[config.mk]
export PLATFORM = sky130hd
export DESIGN_NAME = fpi2c_target
export DESIGN_NICKNAME = d
export VERILOG_FILES = /design/src/rtl/fpi2c_target.sv
export SDC_FILE = /design/constraint.sdc
export NUM_CORES = 1
export LEC_CHECK = 0
export ABC_AREA = 1
export BUFFER_PORTS_ARGS = -buffer_cell sky130_fd_sc_hd__buf_2
export CAP_MARGIN = 30
export CORE_ASPECT_RATIO = 1.2
export CORE_UTILIZATION = 48
export DETAILED_ROUTE_END_ITERATION = 6
export PLACE_DENSITY = 0.62
export SLEW_MARGIN = 20
export SYNTH_ARGS = -nofsm -noshare
export SYNTH_HDL_FRONTEND = slang
export SYNTH_SLANG_ARGS = --single-unit
[constraint.sdc]
create_clock -name CLOCK -period 5.5 [get_ports CLOCK]
set_input_delay 0.275 -clock CLOCK [delete_from_list [all_inputs] [get_ports CLOCK]]
set_output_delay 0.275 -clock CLOCK [all_outputs]
set_load 0.02 [all_outputs]
[src/rtl/fpi2c_target.sv]
// I2C target emulating a byte-wide register file with an auto-increment pointer.
// Build option FPI2CTGT_FILTER_EN adds a FILT-sample stability filter on SCL/SDA.
module fpi2c_target #(
    parameter logic [6:0]  ADDR = 7'h20,
    parameter int unsigned NREG = 32,
    parameter int unsigned FILT = 3,
    localparam int unsigned AW  = $clog2(NREG)
) (
    input  logic          CLOCK,
    input  logic          RESET,
    input  logic          scli,
    input  logic          sdai,
    output logic          sdao,
    input  logic          lclwrite,
    input  logic [AW-1:0] lcladdr,
    input  logic [7:0]    lclwdata,
    output logic [7:0]    lclrdata,
    output logic          wrstrobe,
    output logic [AW-1:0] wraddr,
    output logic          busy
);

    typedef enum logic [2:0] {
        S_IDLE, S_ADDR, S_AACK, S_RXBYTE, S_DACK, S_TXBYTE, S_TACK, S_WAITSTOP
    } state_t;

    if (NREG < 2 || NREG > 256 || FILT < 1) begin : g_bad_params
        $error("fpi2c_target: NREG must be 2..256 and FILT at least 1");
    end

    state_t        r_state, w_state_nx;
    logic [1:0]    r_scl_sync, r_sda_sync;
    logic          w_scl, w_sda, r_scl_d, r_sda_d;
    logic          r_sdao, r_busy, r_first, r_nack, r_wrstrobe;
    logic [3:0]    r_bitcnt;
    logic [7:0]    r_shift;
    logic [AW-1:0] r_ptr, r_wraddr;
    logic [7:0]    r_regs [NREG];

    always_ff @(posedge CLOCK) begin
        if (RESET) begin
            r_scl_sync <= '1;
            r_sda_sync <= '1;
        end else begin
            r_scl_sync <= {r_scl_sync[0], scli};
            r_sda_sync <= {r_sda_sync[0], sdai};
        end
    end

`ifdef FPI2CTGT_FILTER_EN
    localparam int unsigned CW = $clog2(FILT + 1);
    logic [CW-1:0] r_scl_cnt, r_sda_cnt;
    logic          r_scl_flt, r_sda_flt;

    // Output follows input only after FILT consecutive samples disagreeing with it.
    always_ff @(posedge CLOCK) begin
        if (RESET) begin
            r_scl_cnt <= '0;
            r_sda_cnt <= '0;
            r_scl_flt <= 1'b1;
            r_sda_flt <= 1'b1;
        end else begin
            if (r_scl_sync[1] == r_scl_flt) r_scl_cnt <= '0;
            else if (r_scl_cnt == CW'(FILT - 1)) begin
                r_scl_flt <= r_scl_sync[1];
                r_scl_cnt <= '0;
            end else r_scl_cnt <= r_scl_cnt + CW'(1);
            if (r_sda_sync[1] == r_sda_flt) r_sda_cnt <= '0;
            else if (r_sda_cnt == CW'(FILT - 1)) begin
                r_sda_flt <= r_sda_sync[1];
                r_sda_cnt <= '0;
            end else r_sda_cnt <= r_sda_cnt + CW'(1);
        end
    end
    assign w_scl = r_scl_flt;
    assign w_sda = r_sda_flt;
`else
    assign w_scl = r_scl_sync[1];
    assign w_sda = r_sda_sync[1];
`endif

    always_ff @(posedge CLOCK) begin
        if (RESET) begin
            r_scl_d <= 1'b1;
            r_sda_d <= 1'b1;
        end else begin
            r_scl_d <= w_scl;
            r_sda_d <= w_sda;
        end
    end

    logic       w_scl_rise, w_scl_fall, w_start, w_stop, w_addr_hit;
    logic [7:0] w_rxbyte;
    assign w_scl_rise = w_scl & ~r_scl_d;
    assign w_scl_fall = ~w_scl & r_scl_d;
    assign w_start    = w_scl & r_scl_d & r_sda_d & ~w_sda;
    assign w_stop     = w_scl & r_scl_d & ~r_sda_d & w_sda;
    assign w_rxbyte   = {r_shift[6:0], w_sda};
    assign w_addr_hit = (r_shift[7:1] == ADDR);

    always_ff @(posedge CLOCK) begin
        if (RESET) r_state <= S_IDLE;
        else       r_state <= w_state_nx;
    end

    always_comb begin
        w_state_nx = r_state;
        if (w_stop) w_state_nx = S_IDLE;
        else if (w_start) w_state_nx = S_ADDR;
        else if (w_scl_fall) begin
            case (r_state)
                S_ADDR:   if (r_bitcnt == 4'd8) w_state_nx = w_addr_hit ? S_AACK : S_WAITSTOP;
                S_AACK:   w_state_nx = r_shift[0] ? S_TXBYTE : S_RXBYTE;
                S_RXBYTE: if (r_bitcnt == 4'd8) w_state_nx = S_DACK;
                S_DACK:   w_state_nx = S_RXBYTE;
                S_TXBYTE: if (r_bitcnt == 4'd8) w_state_nx = S_TACK;
                S_TACK:   w_state_nx = r_nack ? S_WAITSTOP : S_TXBYTE;
                default:  w_state_nx = r_state;
            endcase
        end
    end

    // Local write precedes bus write so a same-cycle bus write to the same register wins.
    always_ff @(posedge CLOCK) begin
        if (RESET) begin
            r_sdao     <= 1'b1;
            r_busy     <= 1'b0;
            r_first    <= 1'b0;
            r_nack     <= 1'b0;
            r_wrstrobe <= 1'b0;
            r_bitcnt   <= '0;
            r_shift    <= '0;
            r_ptr      <= '0;
            r_wraddr   <= '0;
            for (int unsigned i = 0; i < NREG; i++) r_regs[i] <= '0;
        end else begin
            r_wrstrobe <= 1'b0;
            if (lclwrite) r_regs[lcladdr] <= lclwdata;
            if (w_stop) begin
                r_busy <= 1'b0;
                r_sdao <= 1'b1;
            end else if (w_start) begin
                r_busy   <= 1'b1;
                r_bitcnt <= '0;
            end else if (w_scl_rise) begin
                case (r_state)
                    S_ADDR: begin
                        r_shift  <= w_rxbyte;
                        r_bitcnt <= r_bitcnt + 4'd1;
                    end
                    S_RXBYTE: begin
                        r_shift  <= w_rxbyte;
                        r_bitcnt <= r_bitcnt + 4'd1;
                        if (r_bitcnt == 4'd7) begin
                            r_first <= 1'b0;
                            if (r_first) r_ptr <= w_rxbyte[AW-1:0];
                            else begin
                                r_regs[r_ptr] <= w_rxbyte;
                                r_wrstrobe    <= 1'b1;
                                r_wraddr      <= r_ptr;
                                r_ptr         <= r_ptr + AW'(1);
                            end
                        end
                    end
                    S_TXBYTE: r_bitcnt <= r_bitcnt + 4'd1;
                    S_TACK: begin
                        r_nack <= w_sda;
                        if (!w_sda) r_ptr <= r_ptr + AW'(1);
                    end
                    default: ;
                endcase
            end else if (w_scl_fall) begin
                case (r_state)
                    S_ADDR: if (r_bitcnt == 4'd8 && w_addr_hit) r_sdao <= 1'b0;
                    S_AACK: begin
                        r_bitcnt <= '0;
                        if (r_shift[0]) begin
                            r_sdao  <= r_regs[r_ptr][7];
                            r_shift <= {r_regs[r_ptr][6:0], 1'b0};
                        end else begin
                            r_sdao  <= 1'b1;
                            r_first <= 1'b1;
                        end
                    end
                    S_RXBYTE: if (r_bitcnt == 4'd8) r_sdao <= 1'b0;
                    S_DACK: begin
                        r_sdao   <= 1'b1;
                        r_bitcnt <= '0;
                    end
                    S_TXBYTE: begin
                        if (r_bitcnt == 4'd8) r_sdao <= 1'b1;
                        else begin
                            r_sdao  <= r_shift[7];
                            r_shift <= {r_shift[6:0], 1'b0};
                        end
                    end
                    S_TACK: if (!r_nack) begin
                        r_bitcnt <= '0;
                        r_sdao   <= r_regs[r_ptr][7];
                        r_shift  <= {r_regs[r_ptr][6:0], 1'b0};
                    end
                    default: ;
                endcase
            end
        end
    end

    assign sdao     = r_sdao;
    assign busy     = r_busy;
    assign wrstrobe = r_wrstrobe;
    assign wraddr   = r_wraddr;
    assign lclrdata = r_regs[lcladdr];

endmodule

==> results.cfg, run 1 <==
[timing]
min_period_ns = 3.130
setup_tns_ns = 0
fin_crit_sh_pct = 56.91
maxSlewHeadroom_pct = 32.40
fmax_ghz = 0.3195
finalHoldViolations = 0
rsz0062_at_grt = false
fin_skew_ns = 0.01919
drv_slew = 0
final-setup-viol-count = 0
worstMarginPinSlew_ns = 1.012

[placement]
io_buffers = 33
finalWeightedCongestion = 0.9613
dp_hpwl_microns = 45590

[grt]
grt_pass1_wl_microns = 103500
antenna_found_initial = 0
grt_usage_pct = 36.02
grt_pass1_vias = 16050
grt_max_degree = 98
grt-ovfl-total = 0

[critical_path]
cp-end-kind = register
crit_required_ns = 5.99
crit_arrival_ns = 3.62
crit_fanout = 97
cp-start-kind = register
critPathKind = register to register

[routing]
wirelength_microns = 70860
ant_nets = 0
wl_per_cell_microns = 26.28
viasPerCell = 6.541
drc = 0
vias = 17640
drt-pass1-iter-count = 6
drtIter0Drc = 2568

[power_and_ir_drop]
peakVddDrop_mv = 0.1821
powerDensity_nw_per_um2 = 269.3
clkPwrFrac_pct = 41.4
p_sw_mw = 1.400
seqPwrFrac_pct = 49.4
p_leak_nw = 7.303
p_int_mw = 3.933
power_mw = 5.333
switching_share_pct = 26.25
combPwrFrac_pct = 9.2

[floorplan]
die_h_microns = 216.1
rows = 78
io_pins = 34
core_sq_um = 37770
die-area_sq_um = 39000
start_util_pct = 48.57
die_x_microns = 180.5

[yosys]
synth_cell_type_count = 43
synthFlopType = edfxtp_1
synth.avg_cell_area_sq_um = 8.073
post_synth_instance_area_sq_um = 18340
ys_ff_latch = 297
yosysSeqAreaShare_pct = 46.38
syn_nets = 2299
yosys_warnings = 0
synthArstFlopShare_pct = 0
syn_inst = 2272
synth_edf_count = 256

[clocking]
clock-root-buffer = clkbuf_16
clock-sinks = 297
post_cts_resized = 0
cts_tree = done
path_clk_slew_ns = 0.07
htree_levels = 1
cts_buffer_depth = 3
insertion_delay_ns = 0.60
cts_buffers = 30

[hold_path]
hold_path.class = input port to register

[final_layout]
antenna_cells = 0
layout-drive-gt1-share_pct = 11.05
nFillCells = 3578
area_growth_pct = 7.967
fin_nets = 2220

[flow_run]
drv_cap = 0

[status]
outcome = finished clean
==> kinds of logic (layout without fill, tap and decap cells) <==
kind of cell | Yosys count | in the layout | synth area share, %
AO/OA/AOI/OAI | 449 | 449 | 14.59
XOR/XNOR | 1 | 1 | 0.04776
adder cells (fa/ha/maj) | 9 | 9 | 0.6139
buffers and inverters | 299 | 244 | 6.808
flip-flops | 297 | 297 | 46.38
AND/OR/NAND/NOR | 1217 | 1217 | 31.56
==> worst max-delay path, stage by stage, from the launching register on <==
cell and delay (ns):
dfxtp_4 0.73, clkinv_2 0.59, buf_12 0.40, nand2_1 0.14, nand3_1 0.09, nand3_1 0.16, nand2_1 0.18, nand2_1 0.10
nand3_1 0.16, nand3_1 0.14, nand2_1 0.06, nand2_1 0.06, nand3_1 0.06
==> cell usage after synthesis, types with 4 or more instances <==
| master | number | area, sq um |
|---|---|---|
| a21oi_1 | 34 | 170.2 |
| a221oi_1 | 9 | 78.83 |
| a22oi_1 | 55 | 412.9 |
| a31oi_1 | 30 | 187.7 |
| buf_1 | 41 | 153.9 |
| buf_2 | 26 | 130.1 |
| buf_6 | 12 | 135.1 |
| clkbuf_1 | 101 | 379.1 |
| dfxtp_1 | 41 | 820.8 |
| edfxtp_1 | 256 | 7687 |
| ha_1 | 9 | 112.6 |
| inv_1 | 98 | 367.9 |
| inv_2 | 16 | 60.06 |
| nand2_1 | 435 | 1633 |
| nand2_2 | 9 | 56.30 |
| nand2_4 | 21 | 236.5 |
| nand3_1 | 587 | 2938 |
| nand3_2 | 5 | 50.05 |
| nand3_4 | 4 | 70.07 |
| nand4_1 | 5 | 31.28 |
| nor2_1 | 97 | 364.1 |
| nor2_8 | 5 | 100.1 |
| nor3_1 | 23 | 115.1 |
| nor3_2 | 6 | 60.06 |
| o211ai_1 | 5 | 37.54 |
| o21ai_0 | 87 | 435.4 |
| o21ai_1 | 172 | 860.8 |
| o21ai_2 | 39 | 341.6 |
| o221ai_1 | 13 | 113.9 |
| or2_2 | 11 | 68.82 |
==> worst paths after layout <==
kind                  from             to  slack (ns)  cells after the start
max               register           sdao        2.37                     12
min                  RESET      wraddr[4]        0.26                      4
min reg2reg  r_sda_sync[0]  r_sda_sync[1]        0.41                      1
max reg2reg       register           sdao        2.37                     12
==> cell type report <==
type                            count  area, sq um  area share (%)
Tap cell                          480        600.6           3.033
Multi-Input combinational cell   1676         8606           43.45
Timing Repair Buffer               70        590.6           2.982
Clock inverter                     24        279.0           1.409
Clock buffer                       32        768.2           3.879
Inverter                          118        446.7           2.255
Sequential cell                   297         8513           42.99
==> per-layer routing <==
layer | vias up | wire (microns) | part of all wire [%] | track usage [%]
li1 | 7939 | - | - | -
met1 | 8174 | 26010 | 37 | 46.05
met2 | 1268 | 31710 | 45 | 56.91
met3 | 261 | 8544 | 12 | 7.343
met4 | 0 | 4598 | 6.5 | 20.74
met5 | - | 0 | 0 | 0
==> layout by cell type (no fill, tap or decap), types with 4 or more instances in the layout <==
cell	Yosys	layout
o211ai_1	5	5
nand4_1	5	5
nand2_2	9	9
o21ai_2	39	39
nor2_8	5	5
nand2_4	21	21
nand3_4	4	4
a221oi_1	9	9
a31oi_1	30	30
a21oi_1	34	34
buf_4	0	26
nand3_2	5	5
a22oi_1	55	55
nor2_1	97	95
edfxtp_1	256	256
inv_1	98	98
clkinvlp_4	0	6
or2_2	11	11
clkbuf_16	0	30
o221ai_1	13	13
nand3_1	587	587
buf_12	0	8
buf_2	26	32
clkinv_1	3	6
clkinv_2	0	7
dfxtp_1	41	39
nand2_1	435	435
inv_2	16	15
ha_1	9	9
o21ai_1	172	172
nor3_2	6	7
o21ai_0	87	87
bufinv_16	0	5
nor3_1	23	22
==> power by group through the flow <==
stage	combinational (mW)	clock, mW	sequential (mW)
6_report	0.490	2.21	2.63
5_1_grt	0.515	2.27	2.64
4_1_cts	0.474	2.20	2.63
3_5_place_dp	0.472	0	2.68
3_3_place_gp	0.454	0	2.68
2_1_floorplan	0.281	0	2.64
==> timing repair <==
item	CTS	global route
hold buffers	2	0
endpoints found under the hold margin	2	0
setup buffers	0	0
==> flip-flops by register name (all words and copies together), names as in the netlist, named ones only <==
register,flops
r_scl_d,1
r_nack,1
r_ptr,5
r_scl_sync,2
sdao,1
wrstrobe,1
r_sda_sync,2
r_bitcnt,4
r_sda_d,1
r_state,3
wraddr,5
busy,1
r_regs,256
r_first,1
r_shift,8
==> through the flow <==
stage	hold slack (ns)	setup slack [ns]	cells	cell area (sq um)	utilization [%]
finish	0.2565	2.370	2697	19800	52.43
global placement	0.3942	2.284	2631	18570	49.18
floorplan	0.3788	3.175	2272	18340	-
CTS	0.2421	2.435	2697	19800	52.43
global route	0.2848	2.227	2697	19800	52.43
detailed placement	0.3994	2.244	2639	18740	49.61
Note: power is estimated with default switching activity, not from simulation.
==> inputs of run 2 (changes only) <==
clock period = 3 ns   (was 5.5 ns; I/O delays follow)
==> run 2 against run 1 <==
- design area is 4.1% higher
- sequential power is 83% higher
- utilization is 2.1 points higher
- routed wire length is 0.12% higher
- flip-flop and latch count stayed put
- critical path type unchanged
- power is 94% higher
- register-to-register slack worse by 2.0 ns
- critical path depth is 3 lower
- sequential share of layout area is 1.7 points lower
==> results.cfg, run 2 (synthesis gave the netlist of run 1 again) <==
[timing]
worstMarginPinSlew_ns = 0.9230
min_period_ns = 2.647
fmax_ghz = 0.3778
fin_skew_ns = 0.01921
final-setup-viol-count = 0
fin_crit_sh_pct = 88.23
timing.hold.ws_ns = 0.1497
rsz0062_at_grt = false
drv_slew = 0
finalHoldViolations = 0
maxSlewHeadroom_pct = 38.47
setup_tns_ns = 0
fin_ws_ns = 0.3532

[routing]
highest_layer = met4
ant_nets = 0
wl_met3_microns = 8893
drtIter0Drc = 2752
wl_per_cell_microns = 25.58
wirelength_microns = 70950
vias = 18120
viasPerCell = 6.531
drt-pass1-iter-count = 6
drc = 0
drt-met1-wl_microns = 27030
wl_met2_microns = 30900

[final_layout]
nFillCells = 3453
antenna_cells = 0
mostFrequentLayoutCells = nand3_1 (587), nand2_1 (435), edfxtp_1 (256), o21ai_1 (172), inv_1 (98)
regMostFlops = r_regs
layout-drive-gt1-share_pct = 13.99
area_growth_pct = 12.35
largest_register_ffs = 256
largestRegisters = r_regs: 256 flops, r_shift: 8 flops
layout_commonest_cell = nand3_1
fin_nets = 2299

[critical_path]
crit_required_ns = 3.21
slowest_delay_ns = 0.36
critPathKind = register to register
crit_chain = ha_1, inv_2, nor2_8, nand3_2, nor2_4, nand2_4, nor2_8, nand2_2, nand2_1
rr_worst_depth = 9
reg2reg_from = r_scl_sync[1]
crit_arrival_ns = 2.85
crit_fanout = 17
cpMostUsedCell = nor2_8
cp-start-kind = register
cp-end-kind = register
cp_slowest_cell = dfxtp_1
rr_endpoint = r_regs[2][1]
ff2ff_setup_slack_ns = 0.35

[clocking]
clock-root-buffer = clkbuf_16
cts_tree = done
post_cts_buffers = 0
insertion_delay_ns = 0.56
cts_buffer_depth = 3
path_clk_slew_ns = 0.06
cts_buffers = 35
htree_levels = 2
clock-sinks = 297

[floorplan]
die_h_microns = 216.1
core_sq_um = 37770
io_pins = 34
start_util_pct = 48.57
die-area_sq_um = 39000
rows = 78
die_x_microns = 180.5

[grt]
grt_usage_pct = 36.23
grt_max_degree = 82
grt-ovfl-total = 0
antenna_found_initial = 0
grt_pass1_wl_microns = 104400
grt_pass1_vias = 16380

[hold_path]
whs_path_depth = 4
worstHoldStart = RESET
hold_path.class = input port to register
hold_end = r_scl_d

[power_and_ir_drop]
powerDensity_nw_per_um2 = 501.0
power_mw = 10.32
peakVddDrop_mv = 0.3374
p_leak_nw = 7.790

[status]
outcome = finished clean

[placement]
finalWeightedCongestion = 0.9692
dp_hpwl_microns = 47290
io_buffers = 33
post-place-ws_ns = 0.3524

[flow_run]
drv_cap = 0
-- run 2: cell types whose count changed in the layout (fill, tap and decap cells not counted), sizes merged --
cell,previous run,this run
buf,68,142
clkbuf,32,39
clkinvlp,6,3
clkinv,16,14
bufinv,5,6
-- run 2: cell type report --
| cell class | instances | area (sq um) | share of cell area (%) |
|---|---|---|---|
| sequential | 297 | 8513 | 41.31 |
| clock inverter | 20 | 274.0 | 1.330 |
| clock buffer | 39 | 933.4 | 4.529 |
| inverter | 118 | 446.7 | 2.168 |
| timing repair buffer | 144 | 1239 | 6.011 |
| multi-input combinational | 1676 | 8601 | 41.74 |
| tap | 480 | 600.6 | 2.914 |
-- run 2: routing by layer --
layer / vias to the layer above / GRT usage, %
li1: 8098 / -
met1: 8412 / 48.70
met2: 1360 / 56.02
met3: 248 / 6.369
met4: 0 / 19.03
met5: - / 0
-- run 2: stage by stage --
stage / cells / utilization, % / area [sq um]
6_report: 2774 / 54.56 / 20610
3_5_place_dp: 2713 / 51.31 / 19380
2_1_floorplan: 2272 / - / 18340
3_3_place_gp: 2707 / 50.97 / 19250
5_1_grt: 2774 / 54.56 / 20610
4_1_cts: 2774 / 54.56 / 20610
-- run 2: worst max-delay path by stage --
stage                              from       endpoint
after floorplan                 r_scl_d   r_regs[1][0]
after global placement       lcladdr[0]  r_regs[17][5]
after detailed placement     lcladdr[0]  r_regs[17][3]
after CTS                 r_scl_sync[1]   r_regs[2][1]
after global routing        r_bitcnt[0]   r_regs[2][1]
final                     r_scl_sync[1]   r_regs[2][1]
-- run 2: report_power, final --
group	internal [mW]	total, mW	switching [mW]
Combinational	0.251	0.931	0.680
Clock	2.76	4.57	1.81
Sequential	4.68	4.82	0.139
-- run 2: critical path, delay by kind of cell (launching register included) --
kind / cells / cell delay (ns)
flops: 1 / 0.36
fa+ha+maj: 1 / 0.30
simple gates: 7 / 1.48
buf+inv: 1 / 0.15
-- run 2: what timing repair did --
item / in CTS / in global routing
hold buffers: 2 / 0
hold endpoints to repair: 2 / 0
gates resized for setup: 0 / 0
